--- src/rtl/position_move_sequencer_pkg.sv ---
// ============================================================================
// Module   : position_move_sequencer_pkg
// Brief    : Shared state encoding and width helper for the move sequencer.
// Revision : 1.0 - initial release
// ============================================================================
`default_nettype none

package position_move_sequencer_pkg;

   typedef enum logic [2:0] {
      IDLE   = 3'd0,
      LOAD   = 3'd1,
      MOVE   = 3'd2,
      SETTLE = 3'd3,
      FAULT  = 3'd4
   } seq_state_t;

   // Bits needed to hold 0..max_count, never less than one.
   function automatic int count_width(input longint unsigned max_count);
      return (max_count < 2) ? 1 : $clog2(max_count + 1);
   endfunction

endpackage

`default_nettype wire

--- src/rtl/position_move_sequencer_pos_cmd_fifo.sv ---
// ============================================================================
// Module   : pos_cmd_fifo
// Brief    : Synchronous target FIFO with flush; push and pop may coincide.
// Revision : 1.0 - initial release
// ============================================================================
`default_nettype none

module pos_cmd_fifo #(
   parameter int WIDTH = 32,
   parameter int DEPTH = 4
) (
   input  logic                     sys_clk,
   input  logic                     reset_n,
   input  logic                     push,
   input  logic [WIDTH-1:0]         push_data,
   input  logic                     pop,
   input  logic                     flush,
   output logic [WIDTH-1:0]         head,
   output logic                     full,
   output logic                     empty,
   output logic [$clog2(DEPTH):0]   level
);

   localparam int AW = $clog2(DEPTH);

   logic [WIDTH-1:0] mem [DEPTH];
   logic [AW-1:0]    wr_ptr;
   logic [AW-1:0]    rd_ptr;
   logic [AW:0]      count;
   logic             do_push;
   logic             do_pop;

   assign empty   = (count == '0);
   assign full    = (count == (AW+1)'(DEPTH));
   assign level   = count;
   assign head    = mem[rd_ptr];
   assign do_pop  = pop && !empty;
   // A full FIFO still accepts a push when the head leaves in the same cycle.
   assign do_push = push && (!full || do_pop);

   always_ff @(posedge sys_clk or negedge reset_n) begin
      if (!reset_n) begin
         wr_ptr <= '0;
         rd_ptr <= '0;
         count  <= '0;
      end else if (flush) begin
         wr_ptr <= '0;
         rd_ptr <= '0;
         count  <= '0;
      end else begin
         if (do_push) wr_ptr <= wr_ptr + AW'(1);
         if (do_pop)  rd_ptr <= rd_ptr + AW'(1);
         count <= count + (AW+1)'(do_push) - (AW+1)'(do_pop);
      end
   end

   always_ff @(posedge sys_clk) begin
      if (do_push && !flush) mem[wr_ptr] <= push_data;
   end

endmodule

`default_nettype wire

--- src/rtl/position_move_sequencer.sv ---
// ============================================================================
// Module   : position_move_sequencer
// Brief    : Queues target positions and feeds them one at a time to
//            position_control, tracking arrival, settle and timeout.
// Options  : POS_SEQ_LOOP_EN adds loop_en to replay the queued sequence.
// Revision : 1.0 - initial release
// ============================================================================
`default_nettype none

module position_move_sequencer
   import position_move_sequencer_pkg::*;
#(
   parameter int COUNTER_WIDTH  = 32,
   parameter int QUEUE_DEPTH    = 4,
   parameter int SETTLE_CYCLES  = 27_000,
   parameter int TIMEOUT_CYCLES = 54_000_000
) (
   input  logic                           sys_clk,
   input  logic                           reset_n,
   input  logic                           cmd_valid,
   output logic                           cmd_ready,
   input  logic [COUNTER_WIDTH-1:0]       cmd_target,
   input  logic                           abort,
`ifdef POS_SEQ_LOOP_EN
   input  logic                           loop_en,
`endif
   input  logic [COUNTER_WIDTH-1:0]       encoder_position,
   output logic                           pc_enable,
   output logic [COUNTER_WIDTH-1:0]       target_position,
   output logic                           busy,
   output logic                           done_pulse,
   output logic                           fault,
   output logic [$clog2(QUEUE_DEPTH):0]   queue_level,
   output logic [15:0]                    move_count
);

   localparam int SETTLE_W  = count_width(SETTLE_CYCLES);
   localparam int TIMEOUT_W = count_width(TIMEOUT_CYCLES);

   seq_state_t                 state, state_nx;
   logic                       pc_enable_nx;
   logic [COUNTER_WIDTH-1:0]   target_nx;
   logic                       done_nx;
   logic                       fault_nx;
   logic [15:0]                move_count_nx;
   logic [SETTLE_W-1:0]        settle_cnt, settle_nx, settle_inc;
   logic [TIMEOUT_W-1:0]       timeout_cnt, timeout_nx, timeout_inc;
   logic                       at_target;
   logic                       settled;
   logic                       loop_hold;
   logic                       loop_push;
   logic                       host_push;
   logic                       fifo_pop;
   logic                       fifo_flush;
   logic                       fifo_full;
   logic                       fifo_empty;
   logic [COUNTER_WIDTH-1:0]   fifo_head;

`ifdef POS_SEQ_LOOP_EN
   assign loop_hold = loop_en;
`else
   assign loop_hold = 1'b0;
`endif

   assign busy      = (state != IDLE);
   assign cmd_ready = !fifo_full && !abort && (state != FAULT) && !(loop_hold && state != IDLE);
   assign host_push = cmd_valid && cmd_ready;

   pos_cmd_fifo #(
      .WIDTH (COUNTER_WIDTH),
      .DEPTH (QUEUE_DEPTH)
   ) u_fifo (
      .sys_clk   (sys_clk),
      .reset_n   (reset_n),
      .push      (host_push || loop_push),
      .push_data (loop_push ? target_position : cmd_target),
      .pop       (fifo_pop),
      .flush     (fifo_flush),
      .head      (fifo_head),
      .full      (fifo_full),
      .empty     (fifo_empty),
      .level     (queue_level)
   );

   assign at_target   = (encoder_position == target_position);
   // Arrival in MOVE counts as the first settle cycle.
   assign settle_inc  = (state != SETTLE) ? SETTLE_W'(1) :
                        (settle_cnt == SETTLE_W'(SETTLE_CYCLES)) ? settle_cnt : settle_cnt + SETTLE_W'(1);
   assign timeout_inc = (timeout_cnt == TIMEOUT_W'(TIMEOUT_CYCLES)) ? timeout_cnt : timeout_cnt + TIMEOUT_W'(1);
   assign settled     = at_target && (settle_inc >= SETTLE_W'(SETTLE_CYCLES));

   always_comb begin
      state_nx      = state;
      pc_enable_nx  = pc_enable;
      target_nx     = target_position;
      done_nx       = 1'b0;
      fault_nx      = fault;
      move_count_nx = move_count;
      settle_nx     = settle_cnt;
      timeout_nx    = timeout_cnt;
      fifo_pop      = 1'b0;
      fifo_flush    = 1'b0;
      loop_push     = 1'b0;

      case (state)
         IDLE: begin
            pc_enable_nx = 1'b0;
            if (!fifo_empty) begin
               fifo_pop   = 1'b1;
               target_nx  = fifo_head;
               settle_nx  = '0;
               timeout_nx = '0;
               state_nx   = LOAD;
            end
         end
         LOAD: begin
            pc_enable_nx = 1'b1;
            state_nx     = MOVE;
         end
         MOVE, SETTLE: begin
            timeout_nx = timeout_inc;
            settle_nx  = at_target ? settle_inc : '0;
            if (settled) begin
               done_nx       = 1'b1;
               move_count_nx = move_count + 16'd1;
               loop_push     = loop_hold;
               if (!fifo_empty) begin
                  fifo_pop   = 1'b1;
                  target_nx  = fifo_head;
                  settle_nx  = '0;
                  timeout_nx = '0;
                  state_nx   = LOAD;
               end else begin
                  pc_enable_nx = 1'b0;
                  state_nx     = IDLE;
               end
            end else if (timeout_inc == TIMEOUT_W'(TIMEOUT_CYCLES)) begin
               pc_enable_nx = 1'b0;
               fault_nx     = 1'b1;
               fifo_flush   = 1'b1;
               state_nx     = FAULT;
            end else begin
               state_nx = at_target ? SETTLE : MOVE;
            end
         end
         FAULT: begin
            pc_enable_nx = 1'b0;
            fault_nx     = 1'b1;
         end
         default: begin
            pc_enable_nx = 1'b0;
            state_nx     = IDLE;
         end
      endcase

      // Abort overrides everything decided above, including a pending completion.
      if (abort) begin
         state_nx      = IDLE;
         pc_enable_nx  = 1'b0;
         target_nx     = target_position;
         done_nx       = 1'b0;
         fault_nx      = 1'b0;
         move_count_nx = move_count;
         settle_nx     = '0;
         timeout_nx    = '0;
         fifo_pop      = 1'b0;
         fifo_flush    = 1'b1;
         loop_push     = 1'b0;
      end
   end

   always_ff @(posedge sys_clk or negedge reset_n) begin
      if (!reset_n) begin
         state           <= IDLE;
         pc_enable       <= 1'b0;
         target_position <= '0;
         done_pulse      <= 1'b0;
         fault           <= 1'b0;
         move_count      <= '0;
         settle_cnt      <= '0;
         timeout_cnt     <= '0;
      end else begin
         state           <= state_nx;
         pc_enable       <= pc_enable_nx;
         target_position <= target_nx;
         done_pulse      <= done_nx;
         fault           <= fault_nx;
         move_count      <= move_count_nx;
         settle_cnt      <= settle_nx;
         timeout_cnt     <= timeout_nx;
      end
   end

endmodule

`default_nettype wire
--- config.mk ---
export PLATFORM = sky130hd
export DESIGN_NAME = position_move_sequencer
export DESIGN_NICKNAME = d
export VERILOG_FILES = /design/src/rtl/position_move_sequencer_pkg.sv /design/src/rtl/position_move_sequencer_pos_cmd_fifo.sv /design/src/rtl/position_move_sequencer.sv
export SDC_FILE = /design/constraint.sdc
export NUM_CORES = 1
export LEC_CHECK = 0
export ABC_AREA = 1
export CORE_ASPECT_RATIO = 0.6
export CORE_UTILIZATION = 35
export CTS_BUF_LIST = sky130_fd_sc_hd__clkbuf_8
export CTS_CLUSTER_DIAMETER = 120
export DETAILED_ROUTE_END_ITERATION = 8
export GPL_TIMING_DRIVEN = 0
export SYNTH_ARGS = -nofsm -noshare
export SYNTH_HDL_FRONTEND = slang
export SYNTH_SLANG_ARGS = --single-unit
--- constraint.sdc ---
create_clock -name sys_clk -period 3.4 [get_ports sys_clk]
set_input_delay 0.34 -clock sys_clk [delete_from_list [all_inputs] [get_ports sys_clk]]
set_output_delay 0.34 -clock sys_clk [all_outputs]
set_load 0.02 [all_outputs]
# Word-level counts from Yosys, hierarchy flattened
# Memory sizes are Yosys's and may differ from the RTL's.
# Index checks and enable logic that the tools add are counted.
# op_classes
bitwise	1
reduce_logical	27
muxes	51
add_sub_neg	7
n_eq_ne	18
order_cmp	1
# ops
op	n
26-bit two-way mux	5
15-bit two-way mux	7
32-bit two-way mux	2
32-bit one-hot mux with 2 select lines	1
26-bit == test, second input constant	2
26-bit one-hot mux with 2 select lines	1
32-bit == test	1
15-bit one-hot mux with 2 select lines	1
26-bit by 1-bit adder with 26-bit output, second input constant	1
1-bit two-way mux	21
16-bit by 1-bit adder with 16-bit output, second input constant	1
15-bit by 1-bit adder with 15-bit output, second input constant	1
15-bit == test, second input constant	1
15-bit greater-or-equal comparator, second input constant	1
3-bit two-way mux	5
3-bit != test, second input constant	4
3-bit one-hot mux with 4 select lines	1
3-bit AND reduction	3
3-bit nonzero test	3
2-bit two-way mux	4
4-bit != test, second input constant	2
1-bit logical AND	7
3-bit by 2-bit == test with 1-bit output, second input constant	2
3-bit == test, second input constant	2
14 further kinds	26
# totals
memories	1
output_inout_bits	56
in_bits	68
elab_cells	117
register_bits	102
ram_bits	128
# mem_list
name	words	word_bits	read_ports	rd_ports_with_merged_regs	wr	line_no	source
u_fifo.mem	4	32	1	0	1	position_move_sequencer_pos_cmd_fifo.sv:26	logic [WIDTH-1:0] mem [DEPTH];

# Logic depth before layout (Yosys ltp)
# depth
word_depth	14
ltp_mapped	22
mapped_depth_nobuf	20

# Hierarchy
# Synthesis repeated with hierarchy kept, for this count alone.
# unflattened
cells_unflattened	1234
area_unflattened_um2	11315.9
# by_module_without_submodules
module	instances	cells_each	area_per_inst_um2
position_move_sequencer	1	861	6090.8
pos_cmd_fifo	1	373	5225.0

# Least setup slack after synthesis
# Ideal clock, no wire load.
# synth_timing
kind	reg-to-reg
start	register settle_cnt[0]
end	memory u_fifo.mem[0][0] (enable)
path_slack_ns	-0.268
setup_time_ns	0.421
synth_period_minus_slack_ns	3.668
t_required_ns	2.979
stages_incl_launch_ff	17
path_buffers	1
arrival_time_ns	3.247
cell_sequence	dfrtp_1 ha_1 nand3_2 nor2_4 nand4_1 nand2_1 nand3_2 nor2_2 nand3_1 nand3_2 nand2_2 buf_6 nand3_4 nand2_4 inv_4 nand2_4 nor2_1
# synth_via
elab_chain_cells	14
elab_cells_between_ends	19
cone_classes	add/sub (1); order compare (1); eq/ne (1); mux (10); reduce/logical (6)
# synth_rtl
element	line_no	source
from (decl)	position_move_sequencer.sv:46	logic [SETTLE_W-1:0] settle_cnt, settle_nx, settle_inc;
from (signal assigned)	position_move_sequencer.sv:189	settle_cnt <= settle_nx;
15-bit by 1-bit adder with 15-bit output or 15-bit == test (tied branches)	position_move_sequencer.sv:88	(settle_cnt == SETTLE_W'(SETTLE_CYCLES)) ? settle_cnt : settle_cnt + SETTLE_W'(1);
15-bit two-way mux (*)	position_move_sequencer.sv:88	
15-bit two-way mux (*)	position_move_sequencer.sv:87	assign settle_inc = (state != SETTLE) ? SETTLE_W'(1) :
15-bit greater-or-equal comparator (*)	position_move_sequencer.sv:90	assign settled = at_target && (settle_inc >= SETTLE_W'(SETTLE_CYCLES));
1-bit logical AND (*)	position_move_sequencer.sv:90	
1-bit two-way mux	position_move_sequencer.sv:123	if (settled) begin
1-bit one-hot mux with 2 select lines	position_move_sequencer.sv:105	case (state)
1-bit two-way mux	position_move_sequencer.sv:157	if (abort) begin
1-bit logical AND	position_move_sequencer_pos_cmd_fifo.sv:37	assign do_pop = pop && !empty;
1-bit logical OR	position_move_sequencer_pos_cmd_fifo.sv:39	assign do_push = push && (!full || do_pop);
1-bit logical AND	position_move_sequencer_pos_cmd_fifo.sv:39	
1-bit logical AND (*)	position_move_sequencer_pos_cmd_fifo.sv:58	if (do_push && !flush) mem[wr_ptr] <= push_data;
1-bit two-way mux (*)	position_move_sequencer_pos_cmd_fifo.sv:58	
1-bit two-way mux (not written as such) (*)	position_move_sequencer_pos_cmd_fifo.sv:58	
to (decl)	position_move_sequencer_pos_cmd_fifo.sv:26	
# Every way passes the cells marked *; elsewhere a longest branch is shown, timed or not.

# Final worst setup path
# layout_timing
start	register timeout_cnt[0]
end	memory u_fifo.mem[0][17] (enable)
# layout_via
elab_chain_cells	11
elab_cells_between_ends	12
cone_classes	add/sub (1); eq/ne (2); mux (7); reduce/logical (2)
# layout_rtl
element	line_no	source
from (decl)	position_move_sequencer.sv:47	logic [TIMEOUT_W-1:0] timeout_cnt, timeout_nx, timeout_inc;
from (signal assigned)	position_move_sequencer.sv:190	timeout_cnt <= timeout_nx;
26-bit by 1-bit adder with 26-bit output or 26-bit == test (tied branches)	position_move_sequencer.sv:89	assign timeout_inc = (timeout_cnt == TIMEOUT_W'(TIMEOUT_CYCLES)) ? timeout_cnt : timeout_cnt + TIMEOUT_W'(1);
26-bit two-way mux (*)	position_move_sequencer.sv:89	
26-bit == test (*)	position_move_sequencer.sv:137	end else if (timeout_inc == TIMEOUT_W'(TIMEOUT_CYCLES)) begin
1-bit two-way mux (*)	position_move_sequencer.sv:137	
1-bit two-way mux (*)	position_move_sequencer.sv:123	
1-bit two-way mux (*)	position_move_sequencer.sv:105	
1-bit two-way mux (*)	position_move_sequencer.sv:157	
1-bit logical NOT (*)	position_move_sequencer_pos_cmd_fifo.sv:58	
1-bit logical AND (*)	position_move_sequencer_pos_cmd_fifo.sv:58	
1-bit two-way mux (*)	position_move_sequencer_pos_cmd_fifo.sv:58	
1-bit two-way mux (not written as such) (*)	position_move_sequencer_pos_cmd_fifo.sv:58	
# Marked as above.

==> summary.txt <==
Critical path
  – Sort of element at the end of the critical path: register
  – Slowest stage cell, crit path: sky130_fd_sc_hd__dfrtp_1
  – Required @ worst endpoint: 3.68 ns
  – CP Cell Sequence: ha_1 -> nand3_2 -> inv_2 -> nand2_2 -> nor2_2 -> xor2_1 -> nand3_1 -> nor2_1 -> nand3_1 -> nor2_4 -> nand3_4 -> nand2_4 -> inv_4 -> nand2_4 -> nor2_4 -> buf_12
  – Delay of the slowest cell on the worst path: 0.39 ns
  – Setup Crit Path Kind: reg -> reg
  – Cell family with most CP delay: simple AND/OR/NAND/NOR gates
  – Worst reg-to-reg path cell count: 16
  – Worst r2r dst: u_fifo.mem[0][17]
  – Buf/Inv on CP: 3
  – Worst setup slack for register-to-register paths: 0.20 ns
  – Critical path arrival: 3.49 ns
  – Worst Path Max Fanout: 26
  – Kind of launch point of the worst setup path: register
  – Reg-to-reg startpoint: timeout_cnt[0]

Floorplan
  – Floorplan die area: 32,400 µm²
  – Area inside the core boundary: 31,200 µm²
  – Horizontal extent of the die: 232 µm
  – Starting density of the core: 0.356
  – Die height: 140 µm
  – I/O pins: 124
  – Total number of placement rows: 50

Final layout
  – Combined flip-flop and latch cell area: 6400 µm²
  – Leading cell types in the layout, fill and taps excluded: sky130_fd_sc_hd__nand2_1 (269), sky130_fd_sc_hd__nor2_1 (130), sky130_fd_sc_hd__edfxtp_1 (128)
  – Utilization after layout: 0.445
  – Non-Filler Instances: 1,775
  – Layout-stage area growth over the synthesis result: 25.0%
  – Layout cells sized above 1: 0.110
  – Final std cell area, no fill: 13,900 µm²
  – Commonest non-fill, non-tap cell in the layout: sky130_fd_sc_hd__nand2_1
  – # nets final: 1,411
  – Area taken by multi-input logic gates: 4240 µm²
  – Count of filler cells inserted in the layout: 2,962
  – ANT cells: 0

Power
  – Clock share of power: 0.294
  – Net switching component of the power: 2.90 mW
  – Internal power consumption: 5.49 mW
  – PwrDens: 605 nW/µm²
  – LEAKAGE: 5.31 nW
  – Share of total power in combinational logic: 0.295
  – Sequential Power Share: 0.411
  – Switching part of the total: 0.346
  – Sum of internal, switching and leakage power: 8.39 mW
  – Worst VDD drop: 0.410 mV

Clocking
  – Clock Sink Count: 230
  – Insertion delay to the later sink of the worst-skew pair: 0.57 ns
  – CTS max path bufs: 3
  – # H-tree levels: 2
  – Clock-pin slew on the worst setup and hold paths: 0.07 ns
  – Clk root buf: sky130_fd_sc_hd__clkbuf_8
  – Number of buffers created by CTS: 36
  – TritonCTS clock tree: yes

Routing
  – Total DRC errors in the routed layout: 0
  – Vias per cell: 5.01
  – WL/cell: 17.4 µm
  – WL final: 30,900 µm
  – Starting DRC count in detailed routing: 794
  – Detail Route Antenna Nets: 0
  – Number of optimization iterations in the first detailed-route pass: 5
  – Vias: 8,884

STA
  – Final Hold Fails: 0
  – Portion of the clock cycle consumed by the worst path in the final layout: 0.943
  – F_max: 0.312 GHz
  – Post-route setup TNS: 0 ns
  – Shortest clock period the worst path allows after layout: 3.20 ns
  – Final setup slack of the worst path: 0.195 ns
  – Number of max-slew violations in the final report: 0
  – Worst-case headroom to the max-slew limit: 0.459
  – Worst-margin pin slew: 0.804 ns
  – Tightest hold margin: 0.0359 ns
  – Setup violation total in the final timing report: 0
  – Worst clock skew: 0.0354 ns

Placement
  – DP Worst Slack: -0.594 ns
  – Quantity of I/O buffers inserted on ports: 122
  – Placed cell count: 1,699
  – Post-detail-place hpwl: 22,100 µm
  – Gp weighted congestion: 0.877
  – Placement-stage cell area: 13,000 µm²

Job
  – Max-capacitance violation count: 0

Global routing
  – Total Routing Usage GR: 0.192
  – Remaining Overflow, GRT: 0
  – Number of global-route vias before repair: 8,127
  – First-pass GRT wire length: 48,000 µm
  – Number of antenna violations at the first check in global routing: 0
  – Maximum number of pins on one net before global-route repair: 87

Logic synthesis
  – Cell count after synthesis: 1,156
  – Yosys synthesis warning count: 0
  – Area share of the largest cell type after synthesis: 0.347
  – Net count after synthesis: 1,236
  – Top cell type by total area after synthesis: sky130_fd_sc_hd__edfxtp_1
  – Synthesis-stage register bit count: 230
  – Syn Area/Cell: 9.60 µm²
  – Synthesized cell area: 11,100 µm²
  – Leading post-synthesis cells by cell area: sky130_fd_sc_hd__edfxtp_1 (35%), sky130_fd_sc_hd__dfrtp_1 (23%), sky130_fd_sc_hd__nand2_1 (9.1%)
  – Post-synthesis sequential area ratio: 0.577
  – Cell variety after synth: 42

Hold path
  – Path class of the lowest-slack min-delay path: in -> reg
  – Hold endpoint: state[1]
  – Cells on Worst Hold Path: 2
  – Hold Crit Start: abort

Outcome
  – Result of the run: completed
[area by class of cell]
class | instances | share of cell area
clock inverters | 24 | 0.0122
multi-input cells | 797 | 0.306
clock buffers | 42 | 0.0417
inverters | 91 | 0.0248
plain buffers | 37 | 0.0146
well taps | 416 | 0.0375
repair buffers | 138 | 0.102
flip-flops and latches | 230 | 0.461
[per-layer routing]
metal,track usage,share of wire
met1,0.321,0.53
met2,0.244,0.38
met3,0.0440,0.080
met5,0,0
met4,0.0374,0.012
[kinds of logic after synthesis]
group,after synthesis,synth area share
simple gates,575,0.234
flops,230,0.577
buf+inv,129,0.0488
fa+ha+maj,12,0.0142
xor+xnor,50,0.0402
compound gates,160,0.0863
[sequential cells by signal, indices dropped and copies added (netlist names)]
| signal | count |
|---|---|
| done_pulse | 1 |
| fault | 1 |
| move_count | 16 |
| pc_enable | 1 |
| settle_cnt | 15 |
| state | 3 |
| target_position | 32 |
| timeout_cnt | 26 |
| u_fifo.level | 3 |
| u_fifo.mem | 128 |
| u_fifo.rd_ptr | 2 |
| u_fifo.wr_ptr | 2 |
[Yosys cell counts]
library cell,count
sky130_fd_sc_hd__a211oi_1,1
sky130_fd_sc_hd__a31oi_1,1
sky130_fd_sc_hd__xor2_1,18
sky130_fd_sc_hd__buf_6,4
sky130_fd_sc_hd__nand3_4,1
sky130_fd_sc_hd__nand2_1,269
sky130_fd_sc_hd__o21ai_1,4
sky130_fd_sc_hd__nand4_1,24
sky130_fd_sc_hd__inv_1,85
sky130_fd_sc_hd__dfrtp_1,102
sky130_fd_sc_hd__buf_1,4
sky130_fd_sc_hd__or2_2,9
sky130_fd_sc_hd__inv_2,2
sky130_fd_sc_hd__fa_1,1
sky130_fd_sc_hd__buf_4,5
sky130_fd_sc_hd__o21bai_1,3
sky130_fd_sc_hd__o21ai_2,1
sky130_fd_sc_hd__buf_2,5
sky130_fd_sc_hd__nand2_2,12
sky130_fd_sc_hd__xnor2_2,1
sky130_fd_sc_hd__nor2_2,8
sky130_fd_sc_hd__nor3_1,13
sky130_fd_sc_hd__a32o_1,21
sky130_fd_sc_hd__ha_1,11
sky130_fd_sc_hd__o22ai_1,29
sky130_fd_sc_hd__nand3_2,7
sky130_fd_sc_hd__nand3b_1,3
sky130_fd_sc_hd__edfxtp_1,128
sky130_fd_sc_hd__xnor2_1,31
sky130_fd_sc_hd__nand3_1,74
sky130_fd_sc_hd__nor3b_1,1
sky130_fd_sc_hd__nand2_4,3
sky130_fd_sc_hd__o21ai_0,52
sky130_fd_sc_hd__nor2_8,1
sky130_fd_sc_hd__nor2_4,9
sky130_fd_sc_hd__a21oi_1,48
sky130_fd_sc_hd__and2_1,1
sky130_fd_sc_hd__nor4_1,5
sky130_fd_sc_hd__clkbuf_1,20
sky130_fd_sc_hd__nor2_1,135
sky130_fd_sc_hd__clkinv_1,3
sky130_fd_sc_hd__inv_4,1
[repair_timing]
| action | CTS | global route |
|---|---|---|
| setup buffers | 0 | 10 |
| hold endpoints to repair | 92 | 0 |
| pin swaps | 0 | 7 |
| setup endpoints to repair | 2 | 97 |
| hold buffers | 1 | 0 |
| resized for setup | 3 | 10 |
[power by group through the flow]
stage,registers [mW],clock network [mW],logic (mW)
4_1_cts,3.44,2.53,2.45
6_report,3.44,2.47,2.48
2_1_floorplan,3.69,0,1.13
3_5_place_dp,3.49,0,2.44
3_3_place_gp,3.49,0,2.41
5_1_grt,3.47,2.67,2.71
[worst max path at each step]
| stage | depth (start not counted) | endpoint | start |
|---|---|---|---|
| floorplan | 16 | u_fifo.mem[0][0] | settle_cnt[0] |
| global placement | 1 | target_position[27] | reset_n |
| detailed placement | 17 | u_fifo.level[2] | encoder_position[25] |
| CTS | 19 | u_fifo.level[2] | settle_cnt[0] |
| global route | 22 | u_fifo.level[2] | settle_cnt[0] |
| finish | 16 | u_fifo.mem[0][17] | timeout_cnt[0] |
(Power assumes the default switching activity.)
